**config.mk**
```make
export PLATFORM = sky130hd
export DESIGN_NAME = color_type_detect
export DESIGN_NICKNAME = d
export VERILOG_FILES = /design/src/rtl/color_type_detect.sv
export SDC_FILE = /design/constraint.sdc
export NUM_CORES = 1
export LEC_CHECK = 0
export ABC_AREA = 1
export CORE_UTILIZATION = 35
export DETAILED_ROUTE_END_ITERATION = 6
export HOLD_SLACK_MARGIN = 0.05
export PLACE_DENSITY_LB_ADDON = 0.25
export SLEW_MARGIN = 40
export SYNTH_ARGS = -nofsm -noshare
export SYNTH_HDL_FRONTEND = slang
export SYNTH_SLANG_ARGS = --single-unit
```
**constraint.sdc**
```tcl
create_clock -name clk -period 2.6 [get_ports clk]
set_input_delay 0.65 -clock clk [delete_from_list [all_inputs] [get_ports clk]]
set_output_delay 0.65 -clock clk [all_outputs]
set_load 0.01 [all_outputs]
```
**src/rtl/color_type_detect.sv**
```systemverilog
// color_type_detect: averages 2^SAMPLE_LOG2 RGB565 pixels per frame and classifies the dominant colour.
// Optional macro COLOR_DET_HYST_EN debounces color_type over STABLE_CNT matching measurements.
module color_type_detect #(
  parameter int SAMPLE_LOG2 = 10,
  parameter int BLACK_TH    = 6,
  parameter int WHITE_TH    = 25,
  parameter int DOM_MARGIN  = 6,
  parameter int STABLE_CNT  = 2
) (
  input  logic        clk,
  input  logic        rst,
  input  logic        frame_start,
  input  logic        pix_valid,
  input  logic [15:0] pix_data,
  output logic [2:0]  color_type,
  output logic        meas_done,
  output logic        busy
);

  localparam int RBW = 5 + SAMPLE_LOG2;
  localparam int GW  = 6 + SAMPLE_LOG2;

  localparam logic [2:0] COLOR_INIT  = 3'd0;
  localparam logic [2:0] COLOR_BLACK = 3'd1;
  localparam logic [2:0] COLOR_WHITE = 3'd2;
  localparam logic [2:0] COLOR_RED   = 3'd3;
  localparam logic [2:0] COLOR_GREEN = 3'd4;
  localparam logic [2:0] COLOR_BLUE  = 3'd5;
  localparam logic [2:0] CLS_NONE    = 3'd7;

  localparam logic [GW-1:0] BLK_TH = GW'(BLACK_TH);
  localparam logic [GW-1:0] WHT_TH = GW'(WHITE_TH);
  localparam logic [GW-1:0] MARGIN = GW'(DOM_MARGIN);

  if (SAMPLE_LOG2 < 1 || STABLE_CNT < 1) begin : g_param_err
    $error("color_type_detect: SAMPLE_LOG2 and STABLE_CNT must be >= 1");
  end

  typedef enum logic [1:0] {
    S_IDLE,
    S_ACCUM,
    S_CLASSIFY,
    S_UPDATE
  } state_t;

  state_t                 state_q, state_d;
  logic [RBW-1:0]         sum_r_q, sum_r_d;
  logic [GW-1:0]          sum_g_q, sum_g_d;
  logic [RBW-1:0]         sum_b_q, sum_b_d;
  logic [SAMPLE_LOG2-1:0] cnt_q, cnt_d;
  logic [2:0]             cls_q, cls_d;
  logic [2:0]             color_q, color_d;
  logic                   done_q, done_d;

  logic [GW-1:0] avg_r, avg_g, avg_b;
  logic          r_dom, g_dom, b_dom;
  logic [2:0]    cls_w;

  // Averages are plain truncating shifts; green carries one extra bit.
  always_comb begin
    avg_r = GW'(sum_r_q >> SAMPLE_LOG2);
    avg_g = sum_g_q >> (SAMPLE_LOG2 + 1);
    avg_b = GW'(sum_b_q >> SAMPLE_LOG2);
    r_dom = (avg_r >= avg_g + MARGIN) && (avg_r >= avg_b + MARGIN);
    g_dom = (avg_g >= avg_r + MARGIN) && (avg_g >= avg_b + MARGIN);
    b_dom = (avg_b >= avg_r + MARGIN) && (avg_b >= avg_g + MARGIN);
    cls_w = CLS_NONE;
    if (avg_r < BLK_TH && avg_g < BLK_TH && avg_b < BLK_TH)
      cls_w = COLOR_BLACK;
    else if (avg_r > WHT_TH && avg_g > WHT_TH && avg_b > WHT_TH)
      cls_w = COLOR_WHITE;
    else if (r_dom)
      cls_w = COLOR_RED;
    else if (g_dom)
      cls_w = COLOR_GREEN;
    else if (b_dom)
      cls_w = COLOR_BLUE;
  end

`ifdef COLOR_DET_HYST_EN
  localparam int SW = $clog2(STABLE_CNT + 1);
  localparam logic [SW-1:0] STAB_MAX = SW'(STABLE_CNT);

  logic [2:0]    cand_q, cand_d;
  logic [SW-1:0] stab_q, stab_d;
`endif

  always_comb begin
    state_d = state_q;
    sum_r_d = sum_r_q;
    sum_g_d = sum_g_q;
    sum_b_d = sum_b_q;
    cnt_d   = cnt_q;
    cls_d   = cls_q;
    color_d = color_q;
    done_d  = 1'b0;
`ifdef COLOR_DET_HYST_EN
    cand_d  = cand_q;
    stab_d  = stab_q;
`endif
    unique case (state_q)
      S_IDLE: begin
        if (frame_start) begin
          sum_r_d = '0;
          sum_g_d = '0;
          sum_b_d = '0;
          cnt_d   = '0;
          state_d = S_ACCUM;
        end
      end
      S_ACCUM: begin
        // A new frame restarts and wins over any sample this cycle.
        if (frame_start) begin
          sum_r_d = '0;
          sum_g_d = '0;
          sum_b_d = '0;
          cnt_d   = '0;
        end else if (pix_valid) begin
          sum_r_d = sum_r_q + RBW'(pix_data[15:11]);
          sum_g_d = sum_g_q + GW'(pix_data[10:5]);
          sum_b_d = sum_b_q + RBW'(pix_data[4:0]);
          cnt_d   = cnt_q + 1'b1;
          if (cnt_q == '1)
            state_d = S_CLASSIFY;
        end
      end
      S_CLASSIFY: begin
        cls_d   = cls_w;
        state_d = S_UPDATE;
      end
      S_UPDATE: begin
        done_d  = 1'b1;
        state_d = S_IDLE;
`ifdef COLOR_DET_HYST_EN
        if (cls_q != CLS_NONE) begin
          if (cls_q == cand_q) begin
            if (stab_q != STAB_MAX)
              stab_d = stab_q + 1'b1;
          end else begin
            cand_d = cls_q;
            stab_d = SW'(1);
          end
          if (stab_d == STAB_MAX)
            color_d = cand_d;
        end
`else
        if (cls_q != CLS_NONE)
          color_d = cls_q;
`endif
      end
      default: state_d = S_IDLE;
    endcase
  end

  always_ff @(posedge clk or negedge rst) begin
    if (!rst) begin
      state_q <= S_IDLE;
      sum_r_q <= '0;
      sum_g_q <= '0;
      sum_b_q <= '0;
      cnt_q   <= '0;
      cls_q   <= CLS_NONE;
      color_q <= COLOR_INIT;
      done_q  <= 1'b0;
    end else begin
      state_q <= state_d;
      sum_r_q <= sum_r_d;
      sum_g_q <= sum_g_d;
      sum_b_q <= sum_b_d;
      cnt_q   <= cnt_d;
      cls_q   <= cls_d;
      color_q <= color_d;
      done_q  <= done_d;
    end
  end

`ifdef COLOR_DET_HYST_EN
  always_ff @(posedge clk or negedge rst) begin
    if (!rst) begin
      cand_q <= COLOR_INIT;
      stab_q <= '0;
    end else begin
      cand_q <= cand_d;
      stab_q <= stab_d;
    end
  end
`endif

  assign color_type = color_q;
  assign meas_done  = done_q;
  assign busy       = (state_q != S_IDLE);

endmodule

```
==> impl_metrics.tcl <==
set metrics [dict create \
    yosys_warnings 0 \
    synth_edf_count 0 \
    cp.arrival_ps 1710 \
    root_buffer "clkbuf_16" \
    pre_cts_slack_ps -6.264 \
    final.min_clock_period_ps 2357 \
    place_congestion 0.8760 \
    antenna_found_initial 0 \
    clk_latency_ps 340 \
    grt.total_usage 0.1669 \
    cts.repair.resized 0 \
    synthesis.area_um2 4755 \
    cts-hold-fix-buffers 0 \
    ys_types 47 \
    synth.ff_latch_count 65 \
    cp_slowest_cell "clkdlybuf4s50_1" \
    cp_common_cell "inv_1" \
    avgRoutedWirePerCell_um 12.47 \
    worstPathRequired_ps 1950 \
    timing.setup.tns_ps 0 \
    die_x_um 118.6 \
    power_mw 4.292 \
    p_leak_nw 2.739 \
    ir_drop_uv 438.2 \
    path_clk_slew_ps 60 \
    drive_gt1_frac 0.09309 \
    gr-total-overflow 0 \
    finalNetCount 733 \
    drt_iter0_markers 241 \
    drtPass1Iterations 6 \
    first_global_vias 4062 \
    finalMaxSlewViolations 0 \
    io_pins 25 \
    cts.path.max_buffers 2 \
    clock.fmax_mhz 424.2 \
    layout_common_cells "137 x nand2_1, 80 x inv_1, 62 x dfrtp_1" \
    fill_cells 1400 \
    vias 4149 \
    final-setup-viol-count 0 \
    cp_top_family "buffers and inverters" \
    final_common_cell "nand2_1" \
    syn_nets 693 \
    grt_setup_unrepaired "false" \
    hold_path_class "primary input to asynchronous set/reset pin" \
    grt_max_degree 66 \
    ff2ff_setup_slack_ps 370 \
    critical_path.cell_chain "inv_1 -> ha_1 -> inv_1 -> clkdlybuf4s50_1" \
    status "completed" \
    cts_inserted_buffers 9 \
    avgViaCountPerCell 4.928 \
    cts_max_level 3 \
    critPathCaptureType "output port" \
    port_buffers 24 \
    fin_crit_sh 0.9067 \
    slew_headroom 0.7010 \
    grt_first_pass_wirelength_mm 18.86 \
    cts_setup_buffers 0 \
    routed_wl_mm 10.50 \
    cpPeakStageDelay_ps 560 \
    ys_seq_area_frac 0.3429 \
    layoutNonFillerInstCount 842 \
    dp_cells 826 \
    cts.sinks 65 \
    n_antenna_cell 0 \
    synth_ff_type "dfrtp_1" \
    multi_input_area_um2 2690 \
    drc 0 \
    worstMarginPinSlew_ps 445.1 \
    worst-path-buf-inv 3 \
    path_class "flip-flop to output port" \
    hpwl_mm 7.870 \
    hold_slack_ps 308.6 \
    die-area_um2 14050 \
    coreArea_um2 13240 \
    area_growth_pct 17.55 \
    powerDensity_nw_per_um2 767.9 \
    skew_ps 7.708 \
    netlist_instances 621 \
    synth_area_per_cell_um2 7.656 \
    seqCellArea_um2 1630 \
    finalWorstSetupSlack_ps 242.5 \
    hold_viol_final 0 \
    critPathMaxFanout 4 \
    critPathLaunchType "flip-flop" \
    cts_tree "built" \
    async_reset_ff_frac 1.000 \
    initial_core_util 0.3590 \
    die_h_um 118.6 \
    fp-row-count 42 \
    max_cap_violations 0 \
    final_antenna_net_count 0 \
]
[cells by family (layout without fill, tap and decap cells)]
group | Yosys count | count (layout) | synth area share
simple gates | 282 | 282 | 0.2650
compound gates | 114 | 114 | 0.1397
buf+inv | 98 | 143 | 0.09131
flops | 65 | 65 | 0.3429
fa+ha+maj | 52 | 52 | 0.1416
xor+xnor | 8 | 8 | 0.01474
mux | 2 | 2 | 0.004737
[routing by layer]
| layer | share of wire | GRT usage |
|---|---|---|
| met5 | 0 | 0 |
| met4 | 0.023 | 0.07358 |
| met3 | 0.035 | 0.02896 |
| met1 | 0.49 | 0.2240 |
| met2 | 0.45 | 0.2624 |
[report_power, final]
group | internal [mW] | switching [mW] | total [mW]
Sequential | 1.17 | 0.110 | 1.27
Clock | 0.838 | 0.471 | 1.31
Combinational | 0.656 | 1.05 | 1.71
[worst register-to-register path, delay by kind of cell (launching register included)]
kind	cells	cell delay [ps]
buf+inv	2	170
fa+ha+maj	2	530
xor+xnor	1	160
compound gates	1	170
flops	1	490
simple gates	8	640
[registers in the layout, indices dropped and copies added (netlist names)]
register and count:
sum_g_q 16, state_q 2, color_type 3, sum_r_q 15, meas_done 1, cnt_q 10, sum_b_q 15, cls_q 3
[cell usage after synthesis, drive strengths merged (4+ instances only)]
master,n,area share
a21oi,43,0.046
nand3,53,0.057
nand4,8,0.011
a31oi,4,0.0053
nor2,56,0.051
o22ai,4,0.0053
dfrtp,62,0.33
nand2,141,0.12
inv,85,0.068
xnor2,4,0.0074
a32o,4,0.0084
xor2,4,0.0074
ha,49,0.13
o21ai,46,0.052
a22o,7,0.013
nor3,18,0.022
buf,12,0.023
[layout make-up]
type                       count  area share
tap                          176     0.03940
sequential                    65      0.2917
clock inverter                 7     0.01679
timing repair buffer          42     0.07298
clock buffer                   9     0.04030
inverter                      85     0.05753
multi-input combinational    458      0.4813
[final timing paths]
| path | from | end | depth (start not counted) |
|---|---|---|---|
| max | state_q[0] | busy | 4 |
| min reg2reg | sum_g_q[3] | sum_g_q[3] | 2 |
| max in group asynchronous | rst | cls_q[1] | 2 |
| min in group clk | sum_g_q[3] | sum_g_q[3] | 2 |
| min | rst | sum_r_q[3] | 2 |
| max reg2reg | sum_g_q[13] | cls_q[1] | 14 |
[metrics by stage]
step | instance area, µm² | utilization
after floorplan | 4755 | -
after detailed placement | 5270 | 0.3980
after global routing | 5589 | 0.4221
after global placement | 5270 | 0.3980
final | 5589 | 0.4221
after CTS | 5589 | 0.4221
No activity file was read; power rests on OpenSTA's default activity.
